$ cat src/rtl/xor_sched_pkg.sv
// Shared types and default sizing for the round-robin XOR scheduler.
// Build option: XOR_SCHED_STATS_EN adds a 16-bit accepted-operation counter.
package xor_sched_pkg;

  typedef enum logic {
    ST_EMPTY = 1'b0,
    ST_FULL  = 1'b1
  } state_e;

  localparam int unsigned DEF_WIDTH = 8;
  localparam int unsigned DEF_NREQ  = 4;
  localparam int unsigned CNT_W     = 16;

endpackage

$ cat src/rtl/xor_rr_scheduler_if.sv
// Request/result handshake bundle between requesters, scheduler and result consumer.
// Build option: XOR_SCHED_STATS_EN adds ops_count to the bundle.
interface xor_rr_scheduler_if
  import xor_sched_pkg::*;
#(
  parameter int unsigned WIDTH = DEF_WIDTH,
  parameter int unsigned NREQ  = DEF_NREQ
);
  localparam int unsigned IDW = $clog2(NREQ);

  logic [NREQ-1:0]       req_valid;
  logic [NREQ-1:0]       req_ready;
  logic [NREQ*WIDTH-1:0] a_in;
  logic [NREQ*WIDTH-1:0] b_in;
  logic                  res_valid;
  logic                  res_ready;
  logic [WIDTH-1:0]      res_data;
  logic [IDW-1:0]        res_id;
`ifdef XOR_SCHED_STATS_EN
  logic [CNT_W-1:0]      ops_count;

  modport master (
    output req_valid, a_in, b_in, res_ready,
    input  req_ready, res_valid, res_data, res_id, ops_count
  );
  modport slave (
    input  req_valid, a_in, b_in, res_ready,
    output req_ready, res_valid, res_data, res_id, ops_count
  );
`else
  modport master (
    output req_valid, a_in, b_in, res_ready,
    input  req_ready, res_valid, res_data, res_id
  );
  modport slave (
    input  req_valid, a_in, b_in, res_ready,
    output req_ready, res_valid, res_data, res_id
  );
`endif

endinterface

$ cat src/rtl/rr_arbiter.sv
// Combinational round-robin picker: first requester at or after i_ptr, wrapping.
module rr_arbiter
  import xor_sched_pkg::*;
#(
  parameter int unsigned NREQ = DEF_NREQ,
  localparam int unsigned IDW = $clog2(NREQ)
) (
  input  logic [NREQ-1:0] i_req,
  input  logic [IDW-1:0]  i_ptr,
  output logic [NREQ-1:0] o_gnt,
  output logic [IDW-1:0]  o_idx,
  output logic            o_any
);

  logic [IDW-1:0] w_idx;

  always_comb begin
    o_gnt = '0;
    o_idx = '0;
    o_any = 1'b0;
    w_idx = '0;
    for (int unsigned off = 0; off < NREQ; off++) begin
      w_idx = IDW'((32'(i_ptr) + off) % NREQ);
      if (!o_any && i_req[w_idx]) begin
        o_any        = 1'b1;
        o_gnt[w_idx] = 1'b1;
        o_idx        = w_idx;
      end
    end
  end

endmodule

$ cat src/rtl/xor_rr_scheduler.sv
// Round-robin scheduler sharing one registered XOR datapath among NREQ requesters.
// Build option: XOR_SCHED_STATS_EN enables the ops_count accepted-operation counter.
module xor_rr_scheduler
  import xor_sched_pkg::*;
#(
  parameter int unsigned WIDTH = DEF_WIDTH,
  parameter int unsigned NREQ  = DEF_NREQ
) (
  input  logic              clk,
  input  logic              rst_n,
  xor_rr_scheduler_if.slave bus
);

  localparam int unsigned IDW = $clog2(NREQ);

  state_e           r_state;
  logic [WIDTH-1:0] r_data;
  logic [IDW-1:0]   r_id;
  logic [IDW-1:0]   r_ptr;

  logic [NREQ-1:0]  w_gnt;
  logic [IDW-1:0]   w_idx;
  logic             w_any;
  logic             w_can_accept;
  logic             w_accept;
  logic [WIDTH-1:0] w_a;
  logic [WIDTH-1:0] w_b;
  logic [WIDTH-1:0] w_xor;

  rr_arbiter #(.NREQ(NREQ)) u_arb (
    .i_req (bus.req_valid),
    .i_ptr (r_ptr),
    .o_gnt (w_gnt),
    .o_idx (w_idx),
    .o_any (w_any)
  );

  // A slot frees up when empty or when the held result drains this cycle.
  assign w_can_accept = (r_state == ST_EMPTY) || bus.res_ready;
  assign w_accept     = w_any && w_can_accept;
  assign bus.req_ready = w_gnt & {NREQ{w_can_accept & rst_n}};

  always_comb begin
    w_a = '0;
    w_b = '0;
    for (int unsigned i = 0; i < NREQ; i++) begin
      if (w_gnt[i]) begin
        w_a = bus.a_in[i*WIDTH +: WIDTH];
        w_b = bus.b_in[i*WIDTH +: WIDTH];
      end
    end
  end

  for (genvar gb = 0; gb < WIDTH; gb++) begin : g_xor
    assign w_xor[gb] = w_a[gb] ^ w_b[gb];
  end

  always_ff @(posedge clk or negedge rst_n) begin
    if (!rst_n) begin
      r_state <= ST_EMPTY;
      r_data  <= '0;
      r_id    <= '0;
      r_ptr   <= '0;
    end else if (w_accept) begin
      r_state <= ST_FULL;
      r_data  <= w_xor;
      r_id    <= w_idx;
      r_ptr   <= IDW'((32'(w_idx) + 32'd1) % NREQ);
    end else if ((r_state == ST_FULL) && bus.res_ready) begin
      r_state <= ST_EMPTY;
    end
  end

  assign bus.res_valid = (r_state == ST_FULL);
  assign bus.res_data  = r_data;
  assign bus.res_id    = r_id;

`ifdef XOR_SCHED_STATS_EN
  logic [CNT_W-1:0] r_ops;

  always_ff @(posedge clk or negedge rst_n) begin
    if (!rst_n)        r_ops <= '0;
    else if (w_accept) r_ops <= r_ops + CNT_W'(1);
  end

  assign bus.ops_count = r_ops;
`endif

endmodule
$ cat src/flat_wrapper.sv
// flat-port wrapper written by rule: the top's interface ports become plain ports
module xor_rr_scheduler_flat import xor_sched_pkg::*;
#(
  parameter int unsigned WIDTH = DEF_WIDTH,
  parameter int unsigned NREQ  = DEF_NREQ
)
  (clk, rst_n, bus_req_valid, bus_a_in, bus_b_in, bus_res_ready, bus_req_ready, bus_res_valid, bus_res_data, bus_res_id);
  xor_rr_scheduler_if #(.WIDTH(WIDTH), .NREQ(NREQ)) bus_i ();
  input  logic clk;
  input  logic rst_n;
  input wire logic [$bits(bus_i.req_valid)-1:0] bus_req_valid;
  input wire logic [$bits(bus_i.a_in)-1:0] bus_a_in;
  input wire logic [$bits(bus_i.b_in)-1:0] bus_b_in;
  input wire logic [$bits(bus_i.res_ready)-1:0] bus_res_ready;
  output wire logic [$bits(bus_i.req_ready)-1:0] bus_req_ready;
  output wire logic [$bits(bus_i.res_valid)-1:0] bus_res_valid;
  output wire logic [$bits(bus_i.res_data)-1:0] bus_res_data;
  output wire logic [$bits(bus_i.res_id)-1:0] bus_res_id;
  assign bus_i.req_valid = bus_req_valid;
  assign bus_i.a_in = bus_a_in;
  assign bus_i.b_in = bus_b_in;
  assign bus_i.res_ready = bus_res_ready;
  assign bus_req_ready = bus_i.req_ready;
  assign bus_res_valid = bus_i.res_valid;
  assign bus_res_data = bus_i.res_data;
  assign bus_res_id = bus_i.res_id;
  xor_rr_scheduler #(.WIDTH(WIDTH), .NREQ(NREQ)) u_core (.clk(clk), .rst_n(rst_n), .bus(bus_i));
endmodule
$ cat config.mk
export PLATFORM = sky130hd
export DESIGN_NAME = xor_rr_scheduler_flat
export DESIGN_NICKNAME = d
export VERILOG_FILES = /design/src/rtl/xor_sched_pkg.sv /design/src/rtl/xor_rr_scheduler_if.sv /design/src/rtl/rr_arbiter.sv /design/src/rtl/xor_rr_scheduler.sv /design/src/flat_wrapper.sv
export SDC_FILE = /design/constraint.sdc
export NUM_CORES = 1
export LEC_CHECK = 0
export CAP_MARGIN = 25
export CORE_MARGIN = 8
export CORE_UTILIZATION = 40
export DETAILED_ROUTE_END_ITERATION = 8
export GPL_ROUTABILITY_DRIVEN = 0
export PLACE_DENSITY = 0.83
export SYNTH_ARGS = -nofsm -noshare
export SYNTH_HDL_FRONTEND = slang
export SYNTH_SLANG_ARGS = --single-unit
$ cat constraint.sdc
create_clock -name clk -period 5.7 [get_ports clk]
set_clock_uncertainty 0.2 [all_clocks]
set_input_delay 1.14 -clock clk [delete_from_list [all_inputs] [get_ports clk]]
set_output_delay 1.14 -clock clk [all_outputs]
set_load 0.1 [all_outputs]
==> results of run 1 <==
[cell type report]
class | instances | area (um^2) | area share, %
Inverter | 6 | 22.52 | 0.9236
Timing Repair Buffer | 88 | 863.3 | 35.40
Clock buffer | 4 | 45.04 | 1.847
Sequential cell | 13 | 325.3 | 13.34
Multi-Input combinational cell | 138 | 1122 | 46.02
Tap cell | 48 | 60.06 | 2.463
[cell usage after synthesis (3+ instances only)]
| master | number |
|---|---|
| a21o_1 | 3 |
| a2111oi_2 | 6 |
| o21ai_0 | 10 |
| a221oi_1 | 9 |
| nor2_1 | 19 |
| xor2_1 | 25 |
| ha_1 | 7 |
| xnor2_1 | 8 |
| nor3_1 | 8 |
| inv_1 | 5 |
| dfrtp_1 | 13 |
| buf_2 | 3 |
| nand2_1 | 10 |
| mux4_2 | 3 |
| a21oi_1 | 4 |
[per-layer routing]
layer  vias to the layer above  track usage [%]  wire, um
met5                         -                0         0
li1                        768                -         -
met1                       730            18.02      1857
met4                         0            4.717        36
met2                        73            26.48      2433
met3                         2            5.184       396
[report_power, final]
group	total [uW]	leakage (uW)	switching, uW	internal (uW)
sequential	188	0.000149	49.9	138
clock	84.5	0.0000228	35.1	49.4
combinational	1000	0.000798	656	345
[worst paths after layout]
kind                       cells past startpoint                endpoint  slack (ps)
setup reg to reg                              10  u_core.bus.res_data[1]        2220
min in group asynchronous                      2  u_core.bus.res_data[7]        1010
hold / removal                                 2    u_core.bus.res_id[1]         280
hold reg to reg                                2    u_core.bus.res_id[1]         280
setup / recovery                               8        bus_req_ready[3]         970
max in group asynchronous                      2  u_core.bus.res_data[6]        4120
[worst max-delay path, stage by stage]
cell and delay (ps):
clkdlybuf4s50_1 570, mux4_2 640, nand3b_1 200, a21oi_1 190
a221oi_2 50, buf_4 190, nor2_1 100, buf_4 300
[per-stage QoR]
| step | power, uW | hold slack, ps | cells |
|---|---|---|---|
| after floorplan | 946.5 | 502.9 | 165 |
| after global placement | 1177 | 274.3 | 293 |
| after detailed placement | 1190 | 274.3 | 293 |
| after CTS | 1277 | 288.2 | 297 |
| after global routing | 1353 | 311.7 | 297 |
| final | 1274 | 283.2 | 297 |
[sequential cells by signal, indices dropped and copies added (netlist names)]
| signal | flops |
|---|---|
| u_core.bus.res_data | 8 |
| u_core.bus.res_id | 2 |
| u_core.bus.res_valid | 1 |
| u_core.r_ptr | 2 |
[kinds of logic (layout without fill, tap and decap cells)]
| group | after synthesis | in the layout | synth area share, % |
|---|---|---|---|
| simple gates | 51 | 51 | 17.26 |
| flops | 13 | 13 | 21.36 |
| compound gates | 42 | 42 | 25.97 |
| buf+inv | 14 | 98 | 4.930 |
| xor+xnor | 33 | 33 | 18.98 |
| mux | 5 | 5 | 5.752 |
| fa+ha+maj | 7 | 7 | 5.752 |
==> impl_metrics.env, run 1 <==
export IMPL_postPlaceCellArea_um2=2394
export IMPL_finalSetupViolCount=0
export IMPL_cts_max_level=1
export IMPL_initial_antenna_violation_count=0
export IMPL_synthFlopType="dfrtp_1"
export IMPL_boundaryPins=86
export IMPL_cts_sink_count=13
export IMPL_timing_hold_worst_start="u_core.bus.res_id[1]"
export IMPL_grt_overflow_total=0
export IMPL_synthCells=165
export IMPL_drt_pass1_iter_count=4
export IMPL_tritoncts="done"
export IMPL_critical_path_class="input pin to primary output"
export IMPL_antennaDiodeCount=0
export IMPL_antenna_violating_nets_left=0
export IMPL_fp_dieArea_um2=6037
export IMPL_layout_nets=328
export IMPL_post_synth_main_area_contributors="dfrtp_1 21%, xor2_1 14%, a2111oi_2 5.9%, ha_1 5.8%, a221oi_1 5.2%"
export IMPL_critPathRequiredTime_ps=4360
export IMPL_status="complete, no violations"
export IMPL_post_cts_setup_buffer_count=0
export IMPL_cap_viol_max_count=0
export IMPL_hold_violations=0
export IMPL_cp_end_kind="primary output"
export IMPL_share_of_synthesized_registers_carrying_an_async_set_or_reset_pct=100.0
export IMPL_synth_enable_flop_cells=0
export IMPL_routedWlPerCell_um=15.90
export IMPL_final_cell_mix="81 x clkdlybuf4s50_1, 25 x xor2_1, 19 x nor2_1"
export IMPL_detailedPlacementHpwl_mm=3.942
export IMPL_detail_route_iter0_violations=95
export IMPL_final_max_slew_viol_count=0
export IMPL_final_common_cell="clkdlybuf4s50_1"
export IMPL_cts_clk_slew_worst_paths_ps=60
export IMPL_power_static_leakage_uw=0.0009697
export IMPL_floorplan_initialDensity_pct=41.59
export IMPL_port_buffer_count=85
export IMPL_cp_data_arrival_time_ps=3390
export IMPL_chipHeight_um=77.70
export IMPL_synth_nets=243
export IMPL_remaining_drc_errors=0
export IMPL_postCtsResizedCells=0
export IMPL_layout_setup_ws_ps=973.1
export IMPL_cts_root_buffer="clkbuf_8"
export IMPL_synthesis_area_per_instance_um2=9.229
export IMPL_highest_clock_frequency_the_design_can_meet_mhz=211.6
export IMPL_yosys_warnings=0
export IMPL_grt_use_total_pct=15.58
export IMPL_setup_tns_final_ps=0
export IMPL_critical_path_max_fanout=11
export IMPL_grt_pass1_vias=1615
export IMPL_drt_vias_per_instance=5.296
export IMPL_synthDominantCellAreaShare_pct=21.36
export IMPL_setup_worst_path_start_class="input pin"
export IMPL_yosysSeqAreaShare_pct=21.36
export IMPL_tightest_slew_ps=1014
export IMPL_netlist_area_um2=1523
export IMPL_grt_pass1_wl_mm=7.721
export IMPL_grt_start_max_net_pins=18
export IMPL_crit_start="bus_req_valid[2]"
export IMPL_final_min_clock_period_ps=4727
export IMPL_design_core_area_um2=3661
export IMPL_cts_root_to_sink_buffers=2
export IMPL_slew_headroom_pct=32.16
export IMPL_setup_repair_after_global_routing_missed_its_margin="no"
export IMPL_post_synth_num_cell_types=38
export IMPL_final_period_utilization_pct=82.93
export IMPL_die_w_um=77.70
export IMPL_fillers=308
export IMPL_clkLatencyLatePin_ps=240
export IMPL_hold_path_class="flip-flop to flip-flop"
export IMPL_synthDominantAreaCellType="dfrtp_1"
export IMPL_route_vias_total=1573
export IMPL_power_ir_vdd_worst_uv=370.0
export IMPL_fin_area_um2=2439
export IMPL_critical_path_reg2reg_startpoint="u_core.r_ptr[0]"
export IMPL_share_of_post_route_cells_with_drive_strength_above_1_pct=11.65
export IMPL_pre_cts_ws_ps=1022
export IMPL_flow_area_growth_from_synthesis_pct=60.15
export IMPL_synth_seq_cells=13
export IMPL_cts_inserted_buffers=3
export IMPL_placement_rows=22
export IMPL_drt_total_wl_mm=4.723
export IMPL_cts_hold_fix_buffers=0
export IMPL_finish_utilization_pct=66.61
export IMPL_power_density_nw_per_um2=522.3
Power figures use the tool's default switching activity.
==> inputs of run 2 (changes only) <==
--- a/config.mk
+++ b/config.mk
@@ -7,10 +7,10 @@
 export LEC_CHECK = 0
 export CAP_MARGIN = 25
 export CORE_MARGIN = 8
-export CORE_UTILIZATION = 40
+export CORE_UTILIZATION = 39
 export DETAILED_ROUTE_END_ITERATION = 8
 export GPL_ROUTABILITY_DRIVEN = 0
-export PLACE_DENSITY = 0.83
+export PLACE_DENSITY = 0.82
 export SYNTH_ARGS = -nofsm -noshare
 export SYNTH_HDL_FRONTEND = slang
 export SYNTH_SLANG_ARGS = --single-unit
==> constraint.sdc (replaced) <==
create_clock -name clk -period 4.9 [get_ports clk]
set_clock_uncertainty 0.2 [all_clocks]
set_input_delay 0.98 -clock clk [delete_from_list [all_inputs] [get_ports clk]]
set_output_delay 0.98 -clock clk [all_outputs]
set_load 0.1 [all_outputs]
==> impl_metrics.env, run 2 (synthesized netlist as in run 1, its figures left out) <==
export IMPL_status="complete, no violations"
export IMPL_setup_worst_path_start_class="input pin"
export IMPL_hold_violations=0
export IMPL_grt_start_max_net_pins=18
export IMPL_timing_critical_path_buf_inv=2
export IMPL_flow_area_growth_from_synthesis_pct=63.43
export IMPL_cp_cell_sequence="clkdlybuf4s50_1, mux4_2, nand3b_1, a21oi_1, a221oi_4, nor2_1, buf_12"
export IMPL_floorplan_initialDensity_pct=40.98
export IMPL_layout_nets=328
export IMPL_final_max_slew_viol_count=0
export IMPL_cts_root_to_sink_buffers=2
export IMPL_cts_inserted_buffers=3
export IMPL_grt_use_total_pct=15.48
export IMPL_design_core_area_um2=3716
export IMPL_layout_setup_ws_ps=550.3
export IMPL_post_route_hold_slack_ps=291.4
export IMPL_pre_cts_ws_ps=581.6
export IMPL_critical_path_max_fanout=10
export IMPL_boundaryPins=86
export IMPL_initial_antenna_violation_count=0
export IMPL_cts_clk_slew_worst_paths_ps=50
export IMPL_final_cell_mix="81 x clkdlybuf4s50_1, 25 x xor2_1, 19 x nor2_1"
export IMPL_power_density_nw_per_um2=607.7
export IMPL_route_vias_total=1535
export IMPL_tightest_slew_ps=1002
export IMPL_drt_pass1_iter_count=4
export IMPL_report_power_total_uw=1512
export IMPL_final_common_cell="clkdlybuf4s50_1"
export IMPL_die_w_um=78.49
export IMPL_postCtsResizedCells=0
export IMPL_placement_rows=22
export IMPL_regToRegSetupSlack_ps=1260
export IMPL_tritoncts="done"
export IMPL_antennaDiodeCount=0
export IMPL_crit_path_max_incr_delay_ps=630
export IMPL_cts_sink_count=13
export IMPL_final_min_clock_period_ps=4350
export IMPL_cts_hold_fix_buffers=0
export IMPL_fp_dieArea_um2=6160
export IMPL_critical_path_slowest_cell="mux4_2"
export IMPL_cpLargestDelayFamily="buffers and inverters"
export IMPL_final_period_utilization_pct=88.77
export IMPL_setup_tns_final_ps=0
export IMPL_setup_repair_after_global_routing_missed_its_margin="no"
export IMPL_critical_path_class="input pin to primary output"
export IMPL_detailedPlacementHpwl_mm=4.217
export IMPL_cts_root_buffer="clkbuf_8"
export IMPL_post_cts_setup_buffer_count=0
export IMPL_critPathRequiredTime_ps=3720
export IMPL_antenna_violating_nets_left=0
export IMPL_cap_viol_max_count=0
export IMPL_detail_route_iter0_violations=83
export IMPL_cp_end_kind="primary output"
export IMPL_finalSetupViolCount=0
export IMPL_clkLatencyLatePin_ps=240
export IMPL_share_of_post_route_cells_with_drive_strength_above_1_pct=11.65
export IMPL_cts_max_level=1
export IMPL_drt_total_wl_mm=4.918
export IMPL_chipHeight_um=78.49
export IMPL_port_buffer_count=85
export IMPL_grt_overflow_total=0
export IMPL_power_ir_vdd_worst_uv=395.9
export IMPL_drt_vias_per_instance=5.168
export IMPL_remaining_drc_errors=0
export IMPL_highest_clock_frequency_the_design_can_meet_mhz=229.9
export IMPL_grt_pass1_vias=1619
export IMPL_slew_headroom_pct=32.98
export IMPL_grt_pass1_wl_mm=7.852
export IMPL_hold_path_class="flip-flop to flip-flop"
export IMPL_largest_register_ffs=8
export IMPL_power_static_leakage_uw=0.0009814
export IMPL_cp_data_arrival_time_ps=3170
export IMPL_routedWlPerCell_um=16.56
export IMPL_fillers=326
==> run 2: worst register-to-register path: stages (launching register included) <==
cell and delay [ps]:
dfrtp_1 720, inv_1 230, ha_1 520, mux4_2 470
nand2_1 120, a21oi_1 70, a221oi_2 220, buf_4 230
nand3_2 160, a221oi_1 500, a2111oi_2 60
==> run 2: where the power goes <==
| part | switching (uW) | internal (uW) |
|---|---|---|
| registers | 58.7 | 160 |
| clock network | 38.3 | 57.5 |
| logic | 777 | 421 |
| total | 874 | 638 |
==> run 2: final timing paths <==
path	depth (start not counted)	from	end
min	2	u_core.bus.res_id[1]	u_core.bus.res_id[1]
max reg2reg	10	u_core.r_ptr[0]	u_core.bus.res_data[6]
max	7	bus_req_valid[0]	bus_req_ready[2]
min reg2reg	2	u_core.bus.res_id[1]	u_core.bus.res_id[1]
max in group asynchronous	2	rst_n	u_core.bus.res_data[4]
min in group asynchronous	2	rst_n	u_core.bus.res_data[6]
==> run 2: final cells by class <==
class                      instances  area [um^2]  share of cell area [%]
clock buffer                       4        45.04                   1.810
tap                               48        60.06                   2.413
sequential                        13        325.3                   13.07
timing repair buffer              88        913.4                   36.70
inverter                           6        22.52                  0.9050
multi-input combinational        138         1122                   45.10
==> run 2: per-layer routing <==
layer | routed length, um | up-vias | GRT usage [%]
li1 | - | 766 | -
met3 | 214 | 5 | 2.050
met5 | 0 | - | 0
met4 | 63 | 0 | 5.000
met2 | 2554 | 44 | 27.34
met1 | 2085 | 720 | 18.81
==> run 2: through the flow <==
step / cell area [um^2] / util (%) / cells
finish: 2489 / 66.97 / 297
global route: 2489 / 66.97 / 297
CTS: 2489 / 66.97 / 297
detailed placement: 2444 / 65.76 / 293
global placement: 2444 / 65.76 / 293
floorplan: 1523 / - / 165
==> inputs of run 3 (changes only) <==
--- a/config.mk
+++ b/config.mk
@@ -5,7 +5,7 @@
 export SDC_FILE = /design/constraint.sdc
 export NUM_CORES = 1
 export LEC_CHECK = 0
-export CAP_MARGIN = 25
+export CAP_MARGIN = 20
 export CORE_MARGIN = 8
 export CORE_UTILIZATION = 39
 export DETAILED_ROUTE_END_ITERATION = 8
==> results of run 3 <==
No change in the layout: final DEF, timing and power equal those of run 2.
